===== config.mk =====
export PLATFORM = sky130hd
export DESIGN_NAME = ace_trs_route
export DESIGN_NICKNAME = d
export VERILOG_FILES = /design/src/rtl/ace_trs_route.sv
export SDC_FILE = /design/constraint.sdc
export NUM_CORES = 1
export LEC_CHECK = 0
export BUFFER_PORTS_ARGS = -buffer_cell sky130_fd_sc_hd__buf_2
export CAP_MARGIN = 20
export CORE_MARGIN = 3
export CORE_UTILIZATION = 40
export DETAILED_ROUTE_END_ITERATION = 10
export SETUP_SLACK_MARGIN = 0.15
export SYNTH_ARGS = -nofsm -noshare
export SYNTH_HDL_FRONTEND = slang
export SYNTH_SLANG_ARGS = --single-unit

===== constraint.sdc =====
create_clock -name clk_i -period 3.4 [get_ports clk_i]
set_input_delay 0.68 -clock clk_i [delete_from_list [all_inputs] [get_ports clk_i]]
set_output_delay 0.68 -clock clk_i [all_outputs]
set_load 0.05 [all_outputs]

===== src/rtl/ace_trs_route.sv =====
// ACE AW/AR snoop router: flags each beat for the CCU or bypass and passes it through a one-entry slice per channel.
// Latency 1 cycle at full throughput; x_ready_o = !x_valid_o || x_ready_i, with no combinational path from x_valid_i.
package ace_trs_route_pkg;
    typedef struct packed {
        logic [2:0] snoop;
        logic [1:0] domain;
        logic [1:0] bar;
    } ace_aw_chan_t;

    typedef struct packed {
        logic [3:0] snoop;
        logic [1:0] domain;
        logic [1:0] bar;
    } ace_ar_chan_t;
endpackage

module ace_trs_route #(
    parameter logic        AwSnoopEn = 1'b1,
    parameter int unsigned CntWidth  = 16,
    parameter type         aw_chan_t = ace_trs_route_pkg::ace_aw_chan_t,
    parameter type         ar_chan_t = ace_trs_route_pkg::ace_ar_chan_t
) (
    input  logic                clk_i,
    input  logic                rst_i,
    input  logic                clr_i,
    input  logic                aw_valid_i,
    output logic                aw_ready_o,
    input  aw_chan_t            aw_i,
    output logic                aw_valid_o,
    input  logic                aw_ready_i,
    output aw_chan_t            aw_o,
    output logic                aw_snoop_o,
    input  logic                ar_valid_i,
    output logic                ar_ready_o,
    input  ar_chan_t            ar_i,
    output logic                ar_valid_o,
    input  logic                ar_ready_i,
    output ar_chan_t            ar_o,
    output logic                ar_snoop_o,
    output logic [CntWidth-1:0] aw_snp_cnt_o,
    output logic [CntWidth-1:0] aw_byp_cnt_o,
    output logic [CntWidth-1:0] ar_snp_cnt_o,
    output logic [CntWidth-1:0] ar_byp_cnt_o
);
    localparam logic [CntWidth-1:0] CntMax = '1;

    logic                aw_valid_q, aw_valid_d, aw_snp_q, aw_snp_d;
    aw_chan_t            aw_dat_q, aw_dat_d;
    logic                ar_valid_q, ar_valid_d, ar_snp_q, ar_snp_d;
    ar_chan_t            ar_dat_q, ar_dat_d;
    logic [CntWidth-1:0] aw_snp_cnt_q, aw_snp_cnt_d, aw_byp_cnt_q, aw_byp_cnt_d;
    logic [CntWidth-1:0] ar_snp_cnt_q, ar_snp_cnt_d, ar_byp_cnt_q, ar_byp_cnt_d;
    logic                aw_write_back, aw_write_nosnp, aw_snp_flag, ar_read_nosnp;
    logic                aw_in_hs, aw_out_hs, ar_in_hs, ar_out_hs;

    // Saturating increment; clear wins over a coincident increment.
    function automatic logic [CntWidth-1:0] cnt_next(logic [CntWidth-1:0] cnt, logic inc, logic clr);
        if (clr) begin
            return '0;
        end
        if (inc && (cnt != CntMax)) begin
            return cnt + CntWidth'(1);
        end
        return cnt;
    endfunction

    assign aw_ready_o = !aw_valid_q || aw_ready_i;
    assign ar_ready_o = !ar_valid_q || ar_ready_i;

    always_comb begin
        // A barrier (bar[0]=1) never matches a bypass class.
        aw_write_back  = (aw_i.snoop == 3'b011) && !aw_i.bar[0] && (aw_i.domain != 2'b11);
        aw_write_nosnp = (aw_i.snoop == 3'b000) && !aw_i.bar[0] &&
                         ((aw_i.domain == 2'b00) || (aw_i.domain == 2'b11));
        aw_snp_flag    = AwSnoopEn && !(aw_write_back || aw_write_nosnp);
        ar_read_nosnp  = (ar_i.snoop == 4'b0000) && !ar_i.bar[0] &&
                         ((ar_i.domain == 2'b00) || (ar_i.domain == 2'b11));

        aw_in_hs  = aw_valid_i && aw_ready_o;
        aw_out_hs = aw_valid_q && aw_ready_i;
        ar_in_hs  = ar_valid_i && ar_ready_o;
        ar_out_hs = ar_valid_q && ar_ready_i;

        aw_valid_d = aw_in_hs || (aw_valid_q && !aw_out_hs);
        aw_dat_d   = aw_in_hs ? aw_i : aw_dat_q;
        aw_snp_d   = aw_in_hs ? aw_snp_flag : aw_snp_q;
        ar_valid_d = ar_in_hs || (ar_valid_q && !ar_out_hs);
        ar_dat_d   = ar_in_hs ? ar_i : ar_dat_q;
        ar_snp_d   = ar_in_hs ? !ar_read_nosnp : ar_snp_q;

        aw_snp_cnt_d = cnt_next(aw_snp_cnt_q, aw_out_hs && aw_snp_q, clr_i);
        aw_byp_cnt_d = cnt_next(aw_byp_cnt_q, aw_out_hs && !aw_snp_q, clr_i);
        ar_snp_cnt_d = cnt_next(ar_snp_cnt_q, ar_out_hs && ar_snp_q, clr_i);
        ar_byp_cnt_d = cnt_next(ar_byp_cnt_q, ar_out_hs && !ar_snp_q, clr_i);
    end

    always_ff @(posedge clk_i or posedge rst_i) begin
        if (rst_i) begin
            aw_valid_q   <= 1'b0;
            aw_dat_q     <= '0;
            aw_snp_q     <= 1'b0;
            ar_valid_q   <= 1'b0;
            ar_dat_q     <= '0;
            ar_snp_q     <= 1'b0;
            aw_snp_cnt_q <= '0;
            aw_byp_cnt_q <= '0;
            ar_snp_cnt_q <= '0;
            ar_byp_cnt_q <= '0;
        end else begin
            aw_valid_q   <= aw_valid_d;
            aw_dat_q     <= aw_dat_d;
            aw_snp_q     <= aw_snp_d;
            ar_valid_q   <= ar_valid_d;
            ar_dat_q     <= ar_dat_d;
            ar_snp_q     <= ar_snp_d;
            aw_snp_cnt_q <= aw_snp_cnt_d;
            aw_byp_cnt_q <= aw_byp_cnt_d;
            ar_snp_cnt_q <= ar_snp_cnt_d;
            ar_byp_cnt_q <= ar_byp_cnt_d;
        end
    end

    assign aw_valid_o   = aw_valid_q;
    assign aw_o         = aw_dat_q;
    assign aw_snoop_o   = aw_snp_q;
    assign ar_valid_o   = ar_valid_q;
    assign ar_o         = ar_dat_q;
    assign ar_snoop_o   = ar_snp_q;
    assign aw_snp_cnt_o = aw_snp_cnt_q;
    assign aw_byp_cnt_o = aw_byp_cnt_q;
    assign ar_snp_cnt_o = ar_snp_cnt_q;
    assign ar_byp_cnt_o = ar_byp_cnt_q;
endmodule

==> impl_results.md <==
- Status: completed
- CP max FO: 8
- Area delta synth->final: 21.3%
- Post-CTS Hold Buffers: 0
- Fill cell count: 1,068
- Synth Area per Inst: 9.64 um^2
- Pin count of the biggest net entering global routing: 45
- Layout net count: ~610
- Fin crit share: between 50 and 60%
- CTS tree: built
- Drt via density: ~5.7
- Critical-path cell list: nand4_1 > nor4_2 > a21oi_1 > mux2_2
- Synthesized cell area: approximately 4600 um^2
- DP Cell Count: 707
- Top FF cell, synth: dfrtp_1
- Area of the core: about 11,000 um^2
- # IOs: 107
- Clk Latency, worst-skew pair: roughly 340 ps
- Netlist cell types: between 50 and 60
- Routed Antenna Nets: 0
- Antenna cells: 0
- Post-CTS Resized: 0
- Fin. max-slew vios: 0
- Crit path buf inv count: 0
- Rel. slew slack: around half
- Die area: around 13,000 um^2
- Cell count of the worst reg-to-reg path: 4
- Number of synthesized flops with an enable pin: 0
- Postcts setup bufs: 0
- TritonCTS Buffers: 9
- Max Fclk: around 500 MHz
- Vias in the first global route: 3,774
- Sequential area share after synthesis: about 45%
- Sw Share: between 20% and 30%
- CP startpoint: ar_snp_cnt_o[3]
- DRT Pass-1 Iters: 4
- Routed WL: between 10,000 and 15,000 um
- FP Rows: 38
- Min Tclk post-route: roughly 2000 ps
- Unrepaired setup endpoints after global routing: no
- Total grt overflow: 0
- I/O Buffers: about 110
- Flop pwr share: a little over two fifths
- Worst reg2reg startpoint: ar_snp_cnt_o[3]
- Worst Path Required: 3620 ps
- Clock-pin slew on the worst setup and hold paths: ~60 ps
- Die Width: around 110 um
- Maximum vdd drop: 0.262 mV
- CP top delay family: simple AND/OR/NAND/NOR gates
- Worst-Margin Slew: ~750 ps
- Logic gate share of total power: 13.2%
- WL/cell: roughly 16 um
- DRC viols: 0
- Setup CP Type: reg2reg
- Final Non-Filler Cells: roughly 720
- Ys Warns: 0
- Mapped Nets: roughly 500
- R2R Path End: ar_snp_cnt_o[0]
- Clock Power Share: approximately 43%
- Maximum capacitance violations: 0
- Clock Skews: 7.79 ps
- DP HPWL: 8060 um
- Final Hold Fails: 0
- Htree depth: 3
- Placer Congestion: 0.836
- Clk root buf: clkbuf_16
- Share of layout cells above drive strength 1: ~30%
- Post-route total power: about 0.0024 W
- First-pass GRT wire length: about 19,000 um
- Crit start category: register
- Post-Place Setup Slack: 1020 ps
- Pint: about 0.0017 W
- Ys async rst share: 100%
- Gr usage total: around 18%
- Net Switching: ~0.00066 W
- Setup ws final: 1370 ps
- Hold Path Class: in2async
- Critical Path Sink: ar_snp_cnt_o[0]
- Crit path DAT: 2250 ps
- Antenna violations before repair: 0
- Clock Path Buffers: 2
- Stages on worst setup path: 4
- R2r setup slk: between 1000 and 1500 ps
- Die height: 113 um
- Via count: roughly 4.1k
- Commonest non-fill, non-tap cell in the layout: buf_2
- PwrDens: 431 nW/um^2
- Setup TNS: 0 ps
- Fin util: 50.7%
- Critical path endpoint category: register
- TritonCTS Sinks: 83
- Initial Utilization: between 40% and 50%
- Crit-path slowest cell: nor4_2
- Seq cells post-synth: slightly above 80
- Iter 0 DRT Violations: ~160
- Most frequent cells in the layout: buf_2, dfrtp_1, mux2_2
- Lkg Pwr: 2.55 nW
- Worst path max stage delay: roughly 630 ps
- Cells after Synth: around 480
- Final setup viols: 0
## cell families after synthesis
family,Yosys count,share of synthesized area (%)
AND/OR/NAND/NOR,209,25.1
AO/OA/AOI/OAI,95,13.9
flip-flops,83,45.1
multiplexers,46,11.1
buffers and inverters,39,3.20
adder cells (fa/ha/maj),5,1.36
XOR/XNOR,1,0.190
## layer usage
| layer | track usage [%] | wire, um | share of wire, % |
|---|---|---|---|
| met2 | 27.6 | 5320 | 47 |
| met1 | 24.8 | 5310 | 47 |
| met5 | 0 | 0 | 0 |
| met4 | 7.37 | 200 | 1.8 |
| met3 | 3.64 | 466 | 4.1 |
## layout make-up
class                      instances  area (um^2)  share of cell area, %
tap                              140          175                   3.13
inverter                          16         61.3                   1.10
clock inverter                     5         77.6                   1.39
sequential                        83         2080                   37.2
timing repair buffer             113          581                   10.4
clock buffer                      11          233                   4.16
multi-input combinational        356         2380                   42.7
## power by group through the flow
stage / logic (W) / registers [W] / clock network (W)
2_1_floorplan: 0.000105 / 0.00120 / 0
3_3_place_gp: 0.000319 / 0.00107 / 0
3_5_place_dp: 0.000322 / 0.00107 / 0
4_1_cts: 0.000323 / 0.00105 / 0.00106
5_1_grt: 0.000342 / 0.00106 / 0.00110
6_report: 0.000317 / 0.00105 / 0.00104
## cell usage after synthesis (all sizes together), types with 5 or more instances
library cell,n,area share [%]
nand2,35,2.9
nand3,26,2.8
nor2b,26,3.5
ha,5,1.4
a21oi,35,3.8
nor4,8,1.2
o31ai,12,2.0
dfrtp,83,45
inv,15,1.2
clkbuf,22,1.8
mux2,42,10
nand2b,5,0.68
nor2,34,2.8
nor3,15,1.6
or4,15,2.5
and4,8,1.5
nand4,17,2.4
o41ai,7,1.3
and3,7,0.95
a211oi,10,1.6
## registers in the layout, summed over array words and instances (netlist names)
| signal | cells |
|---|---|
| ar_byp_cnt_o | 16 |
| ar_o | 8 |
| ar_snoop_o | 1 |
| ar_snp_cnt_o | 16 |
| ar_valid_o | 1 |
| aw_byp_cnt_o | 16 |
| aw_o | 7 |
| aw_snoop_o | 1 |
| aw_snp_cnt_o | 16 |
| aw_valid_o | 1 |
## through the flow
| stage | hold WS (ps) | cell area [um^2] |
|---|---|---|
| after floorplan | 778 | 4610 |
| after global placement | 483 | 5270 |
| after detailed placement | 489 | 5270 |
| after CTS | 466 | 5580 |
| after global routing | 505 | 5590 |
| final | 442 | 5590 |
## worst min path at each step
stage | to | slack, ps | depth (start not counted)
6_report | aw_snp_cnt_o[9] | 440 | 2
5_1_grt | aw_snp_cnt_o[9] | 510 | 2
2_1_floorplan | aw_byp_cnt_o[1] | 780 | 2
3_5_place_dp | aw_o[2] | 490 | 1
3_3_place_gp | ar_o[1] | 480 | 1
4_1_cts | aw_snp_cnt_o[9] | 470 | 2
(Power assumes the default switching activity.)
